File: src/rtl/simple_add.sv
// Registered valid/ready unsigned adder/subtractor with one-entry skid buffer.
// Optional macro SIMPLE_ADD_CARRY_CNT_EN adds a 16-bit carry/borrow result counter.
module simple_add #(
    parameter int unsigned DATA_WIDTH = 8
) (
    input  logic                  sys_clk,
    input  logic                  sys_rst_n,
    input  logic [DATA_WIDTH-1:0] a,
    input  logic [DATA_WIDTH-1:0] b,
    input  logic                  cin,
    input  logic                  op,
    input  logic                  in_valid,
    output logic                  in_ready,
`ifdef SIMPLE_ADD_CARRY_CNT_EN
    output logic [15:0]           carry_cnt,
`endif
    output logic [DATA_WIDTH:0]   c,
    output logic                  out_valid,
    input  logic                  out_ready
);

    localparam int unsigned RES_W = DATA_WIDTH + 1;

    logic [RES_W-1:0] r_c;
    logic             r_out_valid;
    logic [RES_W-1:0] r_skid_c;
    logic             r_skid_valid;
    logic             r_in_ready;

    logic             w_in_xfer;
    logic             w_out_xfer;
    logic [RES_W-1:0] w_a_ext;
    logic [RES_W-1:0] w_b_ext;
    logic [RES_W-1:0] w_cin_ext;
    logic [RES_W-1:0] w_result;
    logic [RES_W-1:0] w_c_nxt;
    logic             w_out_valid_nxt;
    logic [RES_W-1:0] w_skid_c_nxt;
    logic             w_skid_valid_nxt;

    assign w_in_xfer  = in_valid && r_in_ready;
    assign w_out_xfer = r_out_valid && out_ready;

    // One extra bit of width holds the carry; in subtract it becomes the borrow
    // because the two's-complement difference never drops below -2^DATA_WIDTH.
    assign w_a_ext   = RES_W'(a);
    assign w_b_ext   = RES_W'(b);
    assign w_cin_ext = RES_W'(cin);

    always_comb begin
        w_result = w_a_ext + w_b_ext + w_cin_ext;
        if (op) begin
            w_result = w_a_ext - w_b_ext - w_cin_ext;
        end
    end

    // Output register refills from skid first to preserve ordering.
    always_comb begin
        w_c_nxt          = r_c;
        w_out_valid_nxt  = r_out_valid;
        w_skid_c_nxt     = r_skid_c;
        w_skid_valid_nxt = r_skid_valid;
        if (!r_out_valid || out_ready) begin
            if (r_skid_valid) begin
                w_c_nxt          = r_skid_c;
                w_out_valid_nxt  = 1'b1;
                w_skid_valid_nxt = 1'b0;
            end else if (w_in_xfer) begin
                w_c_nxt         = w_result;
                w_out_valid_nxt = 1'b1;
            end else begin
                w_out_valid_nxt = 1'b0;
            end
        end else if (w_in_xfer) begin
            w_skid_c_nxt     = w_result;
            w_skid_valid_nxt = 1'b1;
        end
    end

    always_ff @(posedge sys_clk or negedge sys_rst_n) begin
        if (!sys_rst_n) begin
            r_c          <= '0;
            r_out_valid  <= 1'b0;
            r_skid_c     <= '0;
            r_skid_valid <= 1'b0;
            r_in_ready   <= 1'b1;
        end else begin
            r_c          <= w_c_nxt;
            r_out_valid  <= w_out_valid_nxt;
            r_skid_c     <= w_skid_c_nxt;
            r_skid_valid <= w_skid_valid_nxt;
            r_in_ready   <= !w_skid_valid_nxt;
        end
    end

`ifdef SIMPLE_ADD_CARRY_CNT_EN
    logic [15:0] r_carry_cnt;

    always_ff @(posedge sys_clk or negedge sys_rst_n) begin
        if (!sys_rst_n) begin
            r_carry_cnt <= '0;
        end else if (w_out_xfer && r_c[DATA_WIDTH]) begin
            r_carry_cnt <= r_carry_cnt + 16'd1;
        end
    end

    assign carry_cnt = r_carry_cnt;
`else
    logic w_unused;
    assign w_unused = w_out_xfer;
`endif

    assign c         = r_c;
    assign out_valid = r_out_valid;
    assign in_ready  = r_in_ready;

endmodule

File: config.mk
export PLATFORM = sky130hd
export DESIGN_NAME = simple_add
export DESIGN_NICKNAME = d
export VERILOG_FILES = /design/src/rtl/simple_add.sv
export SDC_FILE = /design/constraint.sdc
export NUM_CORES = 1
export LEC_CHECK = 0
export CAP_MARGIN = 20
export CORE_MARGIN = 5
export CORE_UTILIZATION = 55
export CTS_CLUSTER_SIZE = 40
export DETAILED_ROUTE_END_ITERATION = 12
export PLACE_DENSITY = 0.81
export SYNTH_ARGS = -nofsm -noshare
export SYNTH_HDL_FRONTEND = slang
export SYNTH_SLANG_ARGS = --single-unit
File: constraint.sdc
create_clock -name sys_clk -period 2 [get_ports sys_clk]
set_input_delay 0.2 -clock sys_clk [delete_from_list [all_inputs] [get_ports sys_clk]]
set_output_delay 0.2 -clock sys_clk [all_outputs]
set_load 0.01 [all_outputs]
==> impl_metrics.json, run 1 <==
{
  "tritoncts": "built",
  "synth_simple_gate_area_share_pct": 16.1,
  "clk-insertion-delay-late_ns": 0.30,
  "detail_route.wl_per_cell_microns": 17.8,
  "drt_iter0_drc": 148,
  "final_cell_count_no_fill": 320,
  "row_count": 20,
  "clock_tree.root_cell": "sky130_fd_sc_hd__clkbuf_4",
  "global_route_met2_utilization_pct": 43.6,
  "worst_ir_drop_on_vdd_mv": 0.365,
  "initial_antenna_violation_count": 0,
  "p_leak_nw": 1.29,
  "final_critical_path_setup_slack_ns": -0.0624,
  "setup_repair_after_global_routing_missed_its_margin": "true",
  "run_status": "finished, violations left",
  "grt_pass1_wl_microns": 7780,
  "synth.avg_cell_area_sq_um": 8.58,
  "total_power_mw": 1.83,
  "ant_nets": 0,
  "placedCellCount": 310,
  "synth_top_family_by_area": "compound AO/OA/AOI/OAI gates",
  "synth_flop_cell": "sky130_fd_sc_hd__dfrtp_1",
  "crit_required_ns": 2.20,
  "cp_data_arrival_time_ns": 2.26,
  "fmax_mhz": 485,
  "final-hold-violation-count": 0,
  "tightestPinTransition_ns": 0.434,
  "num_vias": 1897,
  "setup_violations": 2,
  "yosysSeqAreaShare_pct": 29.8,
  "synth_cells": 206,
  "synthMuxAreaShare_pct": 3.47,
  "grt_max_degree": 22,
  "detail_route.first_pass.iterations": 4,
  "initial_core_util_pct": 57.4,
  "synth.distinct_cells": 36,
  "grtUsageMet3_pct": 1.52,
  "most-common-layout-cells": "37 x sky130_fd_sc_hd__buf_4, 22 x sky130_fd_sc_hd__o21ai_0, 20 x sky130_fd_sc_hd__dfrtp_1",
  "synth_compound_gate_area_share_pct": 19.5,
  "dieHeight_microns": 66.7,
  "pwr_density_cell_nw_per_um2": 679,
  "cp-end-kind": "register",
  "crit_type": "input pin to register",
  "synth.cell_area_sq_um": 1770,
  "track_usage_pct": 22.9,
  "top_usage_layer": "met2",
  "synth-xor-area-share_pct": 4.95,
  "die-area_sq_um": 4450,
  "clock_path_buffers": 2,
  "syn-num-nets": 253,
  "num_antenna_cells": 0,
  "portbufs": 32,
  "via_per_inst": 5.93,
  "place_worst_setup_slack_ns": -0.609,
  "design.portCount": 33,
  "number_of_synthesized_flops_with_an_enable_pin": 0,
  "yosys_warnings": 0,
  "cts_sinks": 21,
  "remaining_drc_errors": 0,
  "placeableCoreArea_sq_um": 3080,
  "max_cap_violations": 0,
  "holdBufCountCts": 0,
  "regToRegStartpoint": "in_ready$_DFF_PN1_",
  "worst_hold_path_type": "input pin to asynchronous set/reset pin",
  "max_slew_margin_pct": 71.0,
  "final_worst_clock_skew_ns": 0.00104,
  "failing_checks": "negative setup slack",
  "die-width_microns": 66.7,
  "fillers": 151,
  "grt_pass1_vias": 1743,
  "synth-seq-cells": 21,
  "post_route_cells_drive_above_1_share_pct": 31.5,
  "timing.final.crit_share_pct": 103,
  "post_synth_fa_ha_maj_area_fraction_pct": 19.4,
  "clock_tree.htree_level_count": 1,
  "synthArstFlopShare_pct": 100,
  "worstReg2RegEnd": "c[3]$_DFFE_PN0P_",
  "area_growth_syn_to_layout_pct": 52.8,
  "min_period_ns": 2.06,
  "cts_buffers": 3,
  "global_route.usage.met1_pct": 25.5,
  "gp_congestion": 0.838,
  "max_fo_critical_path": 2,
  "overall_overflow_remaining_after_global_route": 0,
  "reg2regPathDepth": 6,
  "dp_hpwl_microns": 3180,
  "regToRegSetupSlack_ns": 0.55,
  "wl_microns": 5680,
  "utilization_pct": 87.8,
  "critPathLaunchType": "input pin",
  "slew_viol_final": 0,
  "final_common_cell": "sky130_fd_sc_hd__buf_4",
  "nNetsFinal": 324,
  "finalHoldWorstSlack_ns": 0.230,
  "cts.reportedPaths.clkPinSlew_ns": 0.10
}
where the power goes:
part	switching, mW	internal, mW
clock	0.119	0.0778
combinational	0.474	0.529
sequential	0.0709	0.564
Yosys cell counts (3+ instances only):
cell / number / area (sq um)
sky130_fd_sc_hd__and3_1: 5 / 31.3
sky130_fd_sc_hd__o21ai_0: 23 / 115
sky130_fd_sc_hd__nor4_1: 3 / 18.8
sky130_fd_sc_hd__nand2b_1: 7 / 43.8
sky130_fd_sc_hd__inv_1: 28 / 105
sky130_fd_sc_hd__xnor2_1: 8 / 70.1
sky130_fd_sc_hd__dfrtp_1: 20 / 500
sky130_fd_sc_hd__nand2_1: 18 / 67.6
sky130_fd_sc_hd__clkbuf_1: 4 / 15.0
sky130_fd_sc_hd__a21o_1: 4 / 30.0
sky130_fd_sc_hd__o21a_1: 4 / 30.0
sky130_fd_sc_hd__a21oi_1: 12 / 60.1
sky130_fd_sc_hd__fa_1: 4 / 80.1
sky130_fd_sc_hd__mux2i_1: 5 / 50.1
sky130_fd_sc_hd__nor2_1: 9 / 33.8
sky130_fd_sc_hd__o31ai_1: 5 / 37.5
sky130_fd_sc_hd__ha_1: 21 / 263
registers in the layout (all words and copies together), names as in the netlist:
name and flops:
c 9, out_valid 1, r_skid_c 9, in_ready 1, r_skid_valid 1
worst max-delay path by stage:
stage          cells past startpoint  startpoint  slack [ns]                       to
3_3_place_gp                      11        b[0]       -0.56         c[6]$_DFFE_PN0P_
3_5_place_dp                      11        b[0]       -0.61         c[6]$_DFFE_PN0P_
4_1_cts                           11        a[0]       -0.01  r_skid_c[6]$_DFFE_PN0P_
5_1_grt                           12         cin       -0.09         c[6]$_DFFE_PN0P_
6_report                          12         cin       -0.06         c[6]$_DFFE_PN0P_
2_1_floorplan                     10         cin       0.003         c[6]$_DFFE_PN0P_
logic make-up after synthesis:
family,count (synthesis)
buf+inv,32
compound gates,57
fa+ha+maj,25
xor+xnor,10
flops,21
simple gates,55
mux,6
repair_timing:
item                       4_1_cts  5_1_grt
pin swaps                       18       14
setup buffers                    3        3
setup endpoints to repair       12       11
resized for setup               51       26
final cells by class:
cell class	instances	area, sq um	share of cell area (%)
tap	44	55.1	2.04
multi-input combinational	153	1360	50.3
clock buffer	4	26.3	0.973
inverter	28	113	4.17
sequential	21	527	19.5
timing repair buffer	70	622	23.0
worst max-delay path, cell delays in order:
cell	delay, ns
sky130_fd_sc_hd__buf_8	0.10
sky130_fd_sc_hd__inv_4	0.05
sky130_fd_sc_hd__fa_2	0.23
sky130_fd_sc_hd__inv_2	0.05
sky130_fd_sc_hd__fa_2	0.34
sky130_fd_sc_hd__nor2b_4	0.14
sky130_fd_sc_hd__o211a_1	0.23
sky130_fd_sc_hd__o21a_1	0.21
sky130_fd_sc_hd__buf_6	0.13
sky130_fd_sc_hd__o21ai_4	0.17
sky130_fd_sc_hd__a31oi_4	0.11
sky130_fd_sc_hd__a221o_1	0.30
layer usage:
metal / up-vias / routed length [microns] / part of all wire [%]
met5: - / 0 / 0
met4: 0 / 370 / 6.5
met3: 42 / 426 / 7.5
met2: 123 / 2710 / 48
met1: 883 / 2180 / 38
li1: 849 / - / -
through the flow:
stage | setup TNS, ns | instance area, sq um
2_1_floorplan | 0 | 1780
3_5_place_dp | -7.10 | 2380
6_report | -0.0991 | 2700
5_1_grt | -0.359 | 2700
4_1_cts | -0.0212 | 2560
3_3_place_gp | -6.39 | 2380
(Power assumes the default switching activity.)
==> run 2: changes to the inputs <==
--- a/config.mk
+++ b/config.mk
@@ -11,6 +11,7 @@
 export CTS_CLUSTER_SIZE = 40
 export DETAILED_ROUTE_END_ITERATION = 12
 export PLACE_DENSITY = 0.81
+export SETUP_SLACK_MARGIN = 0.15
 export SYNTH_ARGS = -nofsm -noshare
 export SYNTH_HDL_FRONTEND = slang
 export SYNTH_SLANG_ARGS = --single-unit
==> run 2 against run 1 <==
Via count shrank 4.4%. The run still ends with negative setup slack left. Sequential share of layout area increased by 0.33 points. Global-route usage up 0.57 points. Core utilization is 1.5 points lower. Register-to-register slack worse by 0.05 ns. Worst hold slack worse by 0.015 ns. Die area did not move. Critical path type unchanged. Count of clock-buffer cells in the layout stayed put.
==> impl_metrics.json, run 2 (synthesized netlist as in run 1, its figures left out) <==
{
  "placed_area_sq_um": 2450,
  "wl_microns": 5680,
  "setup_violations": 1,
  "final_cell_area_sq_um": 2660,
  "remaining_drc_errors": 0,
  "pwr_density_cell_nw_per_um2": 695,
  "max_fo_critical_path": 2,
  "fillers": 171,
  "tightestPinTransition_ns": 0.427,
  "final_critical_path_setup_slack_ns": -0.0303,
  "initial_antenna_violation_count": 0,
  "overall_overflow_remaining_after_global_route": 0,
  "via_per_inst": 5.72,
  "clk-insertion-delay-late_ns": 0.31,
  "max_cap_violations": 0,
  "placedCellCount": 310,
  "cp-end-kind": "register",
  "crit_required_ns": 2.21,
  "reg2regPathDepth": 4,
  "nNetsFinal": 321,
  "grt_pass1_vias": 1845,
  "crit_type": "input pin to register",
  "run_status": "finished, violations left",
  "multi_input_comb_area_sq_um": 1350,
  "p_leak_nw": 1.24,
  "regToRegSetupSlack_ns": 0.50,
  "detail_route.wl_per_cell_microns": 17.9,
  "final_common_cell": "sky130_fd_sc_hd__buf_4",
  "clock_tree.htree_level_count": 1,
  "max_slew_margin_pct": 71.4,
  "final_cell_count_no_fill": 317,
  "clock_path_buffers": 2,
  "drt_iter0_drc": 96,
  "cp_data_arrival_time_ns": 2.24,
  "failing_checks": "negative setup slack",
  "cts_buffers": 3,
  "tritoncts": "built",
  "initial_core_util_pct": 57.4,
  "grt_pass1_wl_microns": 8050,
  "row_count": 20,
  "final_worst_clock_skew_ns": 0.00365,
  "portbufs": 32,
  "clock_tree.root_cell": "sky130_fd_sc_hd__clkbuf_4",
  "worst_ir_drop_on_vdd_mv": 0.297,
  "gp_congestion": 0.871,
  "num_antenna_cells": 0,
  "min_period_ns": 2.03,
  "detail_route.first_pass.iterations": 4,
  "die-width_microns": 66.7,
  "cts_sinks": 21,
  "design.portCount": 33,
  "die-area_sq_um": 4450,
  "setup_repair_after_global_routing_missed_its_margin": "true",
  "critPathLaunchType": "input pin",
  "dp_hpwl_microns": 3700,
  "dieHeight_microns": 66.7,
  "cp-endpoint": "c[6]$_DFFE_PN0P_",
  "num_vias": 1814,
  "grt_max_degree": 22,
  "worstReg2RegEnd": "r_skid_c[2]$_DFFE_PN0P_",
  "placeableCoreArea_sq_um": 3080,
  "ant_nets": 0,
  "slew_viol_final": 0,
  "critPathLaunch": "b[0]",
  "area_growth_syn_to_layout_pct": 50.2,
  "worst_hold_path_type": "input pin to asynchronous set/reset pin",
  "post_route_cells_drive_above_1_share_pct": 33.0,
  "most-common-layout-cells": "33 x sky130_fd_sc_hd__buf_4, 20 x sky130_fd_sc_hd__o21ai_0, 20 x sky130_fd_sc_hd__dfrtp_1",
  "seqCellArea_sq_um": 527,
  "total_power_mw": 1.85,
  "final-hold-violation-count": 0,
  "fin_setup_tns_ns": -0.0303,
  "track_usage_pct": 23.5,
  "fmax_mhz": 493,
  "regToRegStartpoint": "out_valid$_DFFE_PN0P_",
  "cts.reportedPaths.clkPinSlew_ns": 0.11,
  "timing.final.crit_share_pct": 102
}
==> run 2: cell types whose count changed in the layout (fill, tap and decap cells not counted), moves of 2 or more <==
cell / delta
sky130_fd_sc_hd__buf_4: -4
sky130_fd_sc_hd__inv_1: -2
sky130_fd_sc_hd__clkbuf_2: +4
sky130_fd_sc_hd__o21ai_1: +3
sky130_fd_sc_hd__clkdlybuf4s50_1: -2
sky130_fd_sc_hd__inv_4: -3
sky130_fd_sc_hd__buf_6: +2
sky130_fd_sc_hd__o21ai_0: -2
sky130_fd_sc_hd__buf_8: -2
sky130_fd_sc_hd__inv_2: +2
sky130_fd_sc_hd__dlymetal6s2s_1: -4
==> run 2: metrics by stage <==
stage               setup WS [ns]  hold slack, ns  util (%)
finish                    -0.0303           0.215      86.3
global route              -0.0497           0.248      86.3
CTS                        0.0843           0.235      85.4
detailed placement         -0.785           0.469      79.6
global placement           -0.692           0.455      79.6
floorplan                  0.0368         -0.0956         -
==> run 2: critical path, stage by stage <==
cell and delay [ns]:
sky130_fd_sc_hd__buf_6 0.11, sky130_fd_sc_hd__inv_6 0.05, sky130_fd_sc_hd__fa_2 0.24, sky130_fd_sc_hd__inv_2 0.06, sky130_fd_sc_hd__fa_2 0.34, sky130_fd_sc_hd__nor2b_4 0.14
sky130_fd_sc_hd__o211a_1 0.22, sky130_fd_sc_hd__o21a_1 0.19, sky130_fd_sc_hd__o21ai_1 0.20, sky130_fd_sc_hd__a31oi_2 0.15, sky130_fd_sc_hd__a221o_1 0.33
==> run 2: report_power, final <==
group	switching [mW]	leakage, nW	total, mW	internal [mW]
combinational	0.477	0.970	0.998	0.520
sequential	0.0759	0.255	0.640	0.564
clock	0.130	0.0150	0.208	0.0781
total	0.683	1.24	1.85	1.16
==> run 2: worst min-delay path by stage <==
stage	startpoint	end	slack [ns]
global placement	r_skid_c[4]$_DFFE_PN0P_	r_skid_c[4]$_DFFE_PN0P_	0.46
finish	sys_rst_n	r_skid_c[3]$_DFFE_PN0P_	0.22
CTS	sys_rst_n	r_skid_c[5]$_DFFE_PN0P_	0.24
detailed placement	c[0]$_DFFE_PN0P_	c[0]$_DFFE_PN0P_	0.47
floorplan	sys_rst_n	c[0]$_DFFE_PN0P_	-0.1
global route	sys_rst_n	c[5]$_DFFE_PN0P_	0.25
==> run 2: cell type report <==
type | instances | area share (%)
Clock buffer | 4 | 0.989
Multi-Input combinational cell | 153 | 50.6
Sequential cell | 21 | 19.8
Timing Repair Buffer | 67 | 21.6
Tap cell | 44 | 2.07
Inverter | 28 | 4.90
==> run 2: layer usage <==
| layer | vias up | track usage, % | part of all wire (%) | wire length [microns] |
|---|---|---|---|---|
| met2 | 89 | 43.9 | 50 | 2830 |
| met4 | 0 | 13.5 | 5.7 | 321 |
| met3 | 31 | 1.85 | 6.6 | 373 |
| met1 | 857 | 25.6 | 38 | 2160 |
| li1 | 837 | - | - | - |
| met5 | - | 0 | 0 | 0 |
==> run 2: what timing repair did <==
action / in CTS / in global routing
hold buffers: 0 / 0
gates resized for setup: 61 / 20
setup buffers: 2 / 1
gates cloned: 0 / 0
endpoints found under the setup margin: 18 / 7
pin swaps: 13 / 11
==> run 3: changes to the inputs <==
==> constraint.sdc (replaced) <==
create_clock -name sys_clk -period 2.47 [get_ports sys_clk]
set_input_delay 0.247 -clock sys_clk [delete_from_list [all_inputs] [get_ports sys_clk]]
set_output_delay 0.247 -clock sys_clk [all_outputs]
set_load 0.01 [all_outputs]
==> run 3 against run 2 <==
The flow now finishes without violations. Sequential power is 19% lower. Sequential cell count unchanged. Cell area fell by 9.0%. Setup slack gained 0.26 ns. Count of clock-buffer cells in the layout fell by 1. Worst hold slack better by 0.057 ns. Core utilization shrank 7.8 points. Critical path depth stayed put. Cell count decreased by 2.5%. Clock skew is 0.0026 ns lower. Total power fell by 26%.
==> impl_metrics.json, run 3 (synthesized netlist as in run 1, its figures left out) <==
{
  "tightestPinTransition_ns": 0.561,
  "final_worst_clock_skew_ns": 0.00106,
  "cp_data_arrival_time_ns": 2.49,
  "row_count": 20,
  "setup_repair_after_global_routing_missed_its_margin": "true",
  "worst_ir_drop_on_vdd_mv": 0.213,
  "crit_required_ns": 2.72,
  "detail_route.wl_per_cell_microns": 13.3,
  "wl_microns": 4110,
  "crit_type": "input pin to register",
  "die-width_microns": 66.7,
  "clock_tree.root_cell": "sky130_fd_sc_hd__clkbuf_4",
  "clock_tree.htree_level_count": 1,
  "cts_buffers": 3,
  "grt_max_degree": 22,
  "tritoncts": "built",
  "regToRegStartpoint": "r_skid_valid$_DFF_PN0_",
  "grt_pass1_vias": 1646,
  "cts_sinks": 21,
  "overall_overflow_remaining_after_global_route": 0,
  "setup_violations": 0,
  "p_leak_nw": 1.18,
  "placeableCoreArea_sq_um": 3080,
  "fin_setup_tns_ns": 0,
  "max_slew_margin_pct": 62.5,
  "final_cell_count_no_fill": 309,
  "post_route_cells_drive_above_1_share_pct": 18.5,
  "nNetsFinal": 313,
  "gp_congestion": 0.872,
  "reg2regPathDepth": 4,
  "critical-path-max-stage-delay_ns": 0.35,
  "remaining_drc_errors": 0,
  "grt_pass1_wl_microns": 6930,
  "worst_hold_path_type": "input pin to asynchronous set/reset pin",
  "cts.reportedPaths.clkPinSlew_ns": 0.11,
  "slew_viol_final": 0,
  "detail_route.first_pass.iterations": 4,
  "fmax_mhz": 447,
  "cp-end-kind": "register",
  "min_period_ns": 2.24,
  "die-area_sq_um": 4450,
  "max_cap_violations": 0,
  "most-common-layout-cells": "29 x sky130_fd_sc_hd__clkdlybuf4s50_1, 27 x sky130_fd_sc_hd__buf_4, 23 x sky130_fd_sc_hd__inv_1, 23 x sky130_fd_sc_hd__o21ai_0, 20 x sky130_fd_sc_hd__dfrtp_1",
  "pwr_density_cell_nw_per_um2": 568,
  "cp-endpoint": "r_skid_c[6]$_DFFE_PN0P_",
  "initial_core_util_pct": 57.4,
  "drt_iter0_drc": 90,
  "worstReg2RegEnd": "c[6]$_DFFE_PN0P_",
  "placedCellCount": 304,
  "clock_path_buffers": 2,
  "timing.final.crit_share_pct": 90.6,
  "max_fo_critical_path": 2,
  "final_common_cell": "sky130_fd_sc_hd__clkdlybuf4s50_1",
  "worstPathCellList": "dlygate4sd2_1 > inv_2 > fa_2 > inv_2 > fa_2 > nor2b_2 > o211a_1 > o21a_1 > or3_1 > a31oi_2 > mux2_4",
  "initial_antenna_violation_count": 0,
  "track_usage_pct": 20.0,
  "cp_slowest_cell": "sky130_fd_sc_hd__fa_2",
  "critPathLaunchType": "input pin",
  "critPathLaunch": "a[0]",
  "area_growth_syn_to_layout_pct": 36.7,
  "ant_nets": 0,
  "run_status": "complete, no violations",
  "utilization_pct": 78.5,
  "dp_hpwl_microns": 3220,
  "dieHeight_microns": 66.7,
  "clk-insertion-delay-late_ns": 0.30,
  "via_per_inst": 5.41,
  "final-hold-violation-count": 0,
  "num_antenna_cells": 0,
  "num_vias": 1672,
  "design.portCount": 33,
  "regToRegSetupSlack_ns": 0.54,
  "portbufs": 32
}
-- run 3: area by class of cell --
type	instances	area (sq um)
multi-input cells	153	1180
repair buffers	59	519
clock inverters	1	5.00
clock buffers	3	22.5
well taps	44	55.1
fillers	232	662
flip-flops and latches	21	527
inverters	28	105
-- run 3: worst min-delay path by stage --
stage                                  from                      end  slack, ns  cells after the start
floorplan                         sys_rst_n         c[0]$_DFFE_PN0P_      -0.05                      0
global placement    r_skid_c[8]$_DFFE_PN0P_  r_skid_c[8]$_DFFE_PN0P_       0.46                      2
detailed placement  r_skid_c[8]$_DFFE_PN0P_  r_skid_c[8]$_DFFE_PN0P_       0.46                      2
CTS                               sys_rst_n   r_skid_valid$_DFF_PN0_       0.28                      2
global route                      sys_rst_n   r_skid_valid$_DFF_PN0_       0.29                      2
finish                            sys_rst_n   r_skid_valid$_DFF_PN0_       0.27                      2
-- run 3: layer usage --
layer  GRT usage, %  part of all wire [%]
met5              0                     0
met4           9.39                   2.3
met3          0.843                   5.7
met2           36.4                    51
met1           24.0                    41
-- run 3: worst max-delay path: cells and delay by family --
| family | cells | cell delay (ns) |
|---|---|---|
| buf+inv | 3 | 0.36 |
| simple gates | 2 | 0.49 |
| compound gates | 3 | 0.64 |
| mux | 1 | 0.18 |
| fa+ha+maj | 2 | 0.56 |
-- run 3: per-stage QoR --
step	hold WS (ns)	worst slack (ns)	power, mW	cell area, sq um
global placement	0.456	-0.200	1.15	2320
global route	0.289	0.116	1.48	2420
finish	0.272	0.232	1.37	2420
CTS	0.276	0.198	1.36	2370
detailed placement	0.464	-0.259	1.18	2320
floorplan	-0.0486	0.320	0.872	1770
-- run 3: power by group --
part           internal, mW  switching [mW]  total (mW)
Combinational         0.370           0.319       0.690
Sequential            0.456          0.0646       0.521
Clock                0.0605           0.102       0.162
-- run 3: timing repair --
item,4_1_cts,5_1_grt
endpoints found under the setup margin,3,4
buffers inserted,1,0
pin swaps,6,11
hold buffers,0,0
resized for setup,13,6
endpoints found under the hold margin,0,0
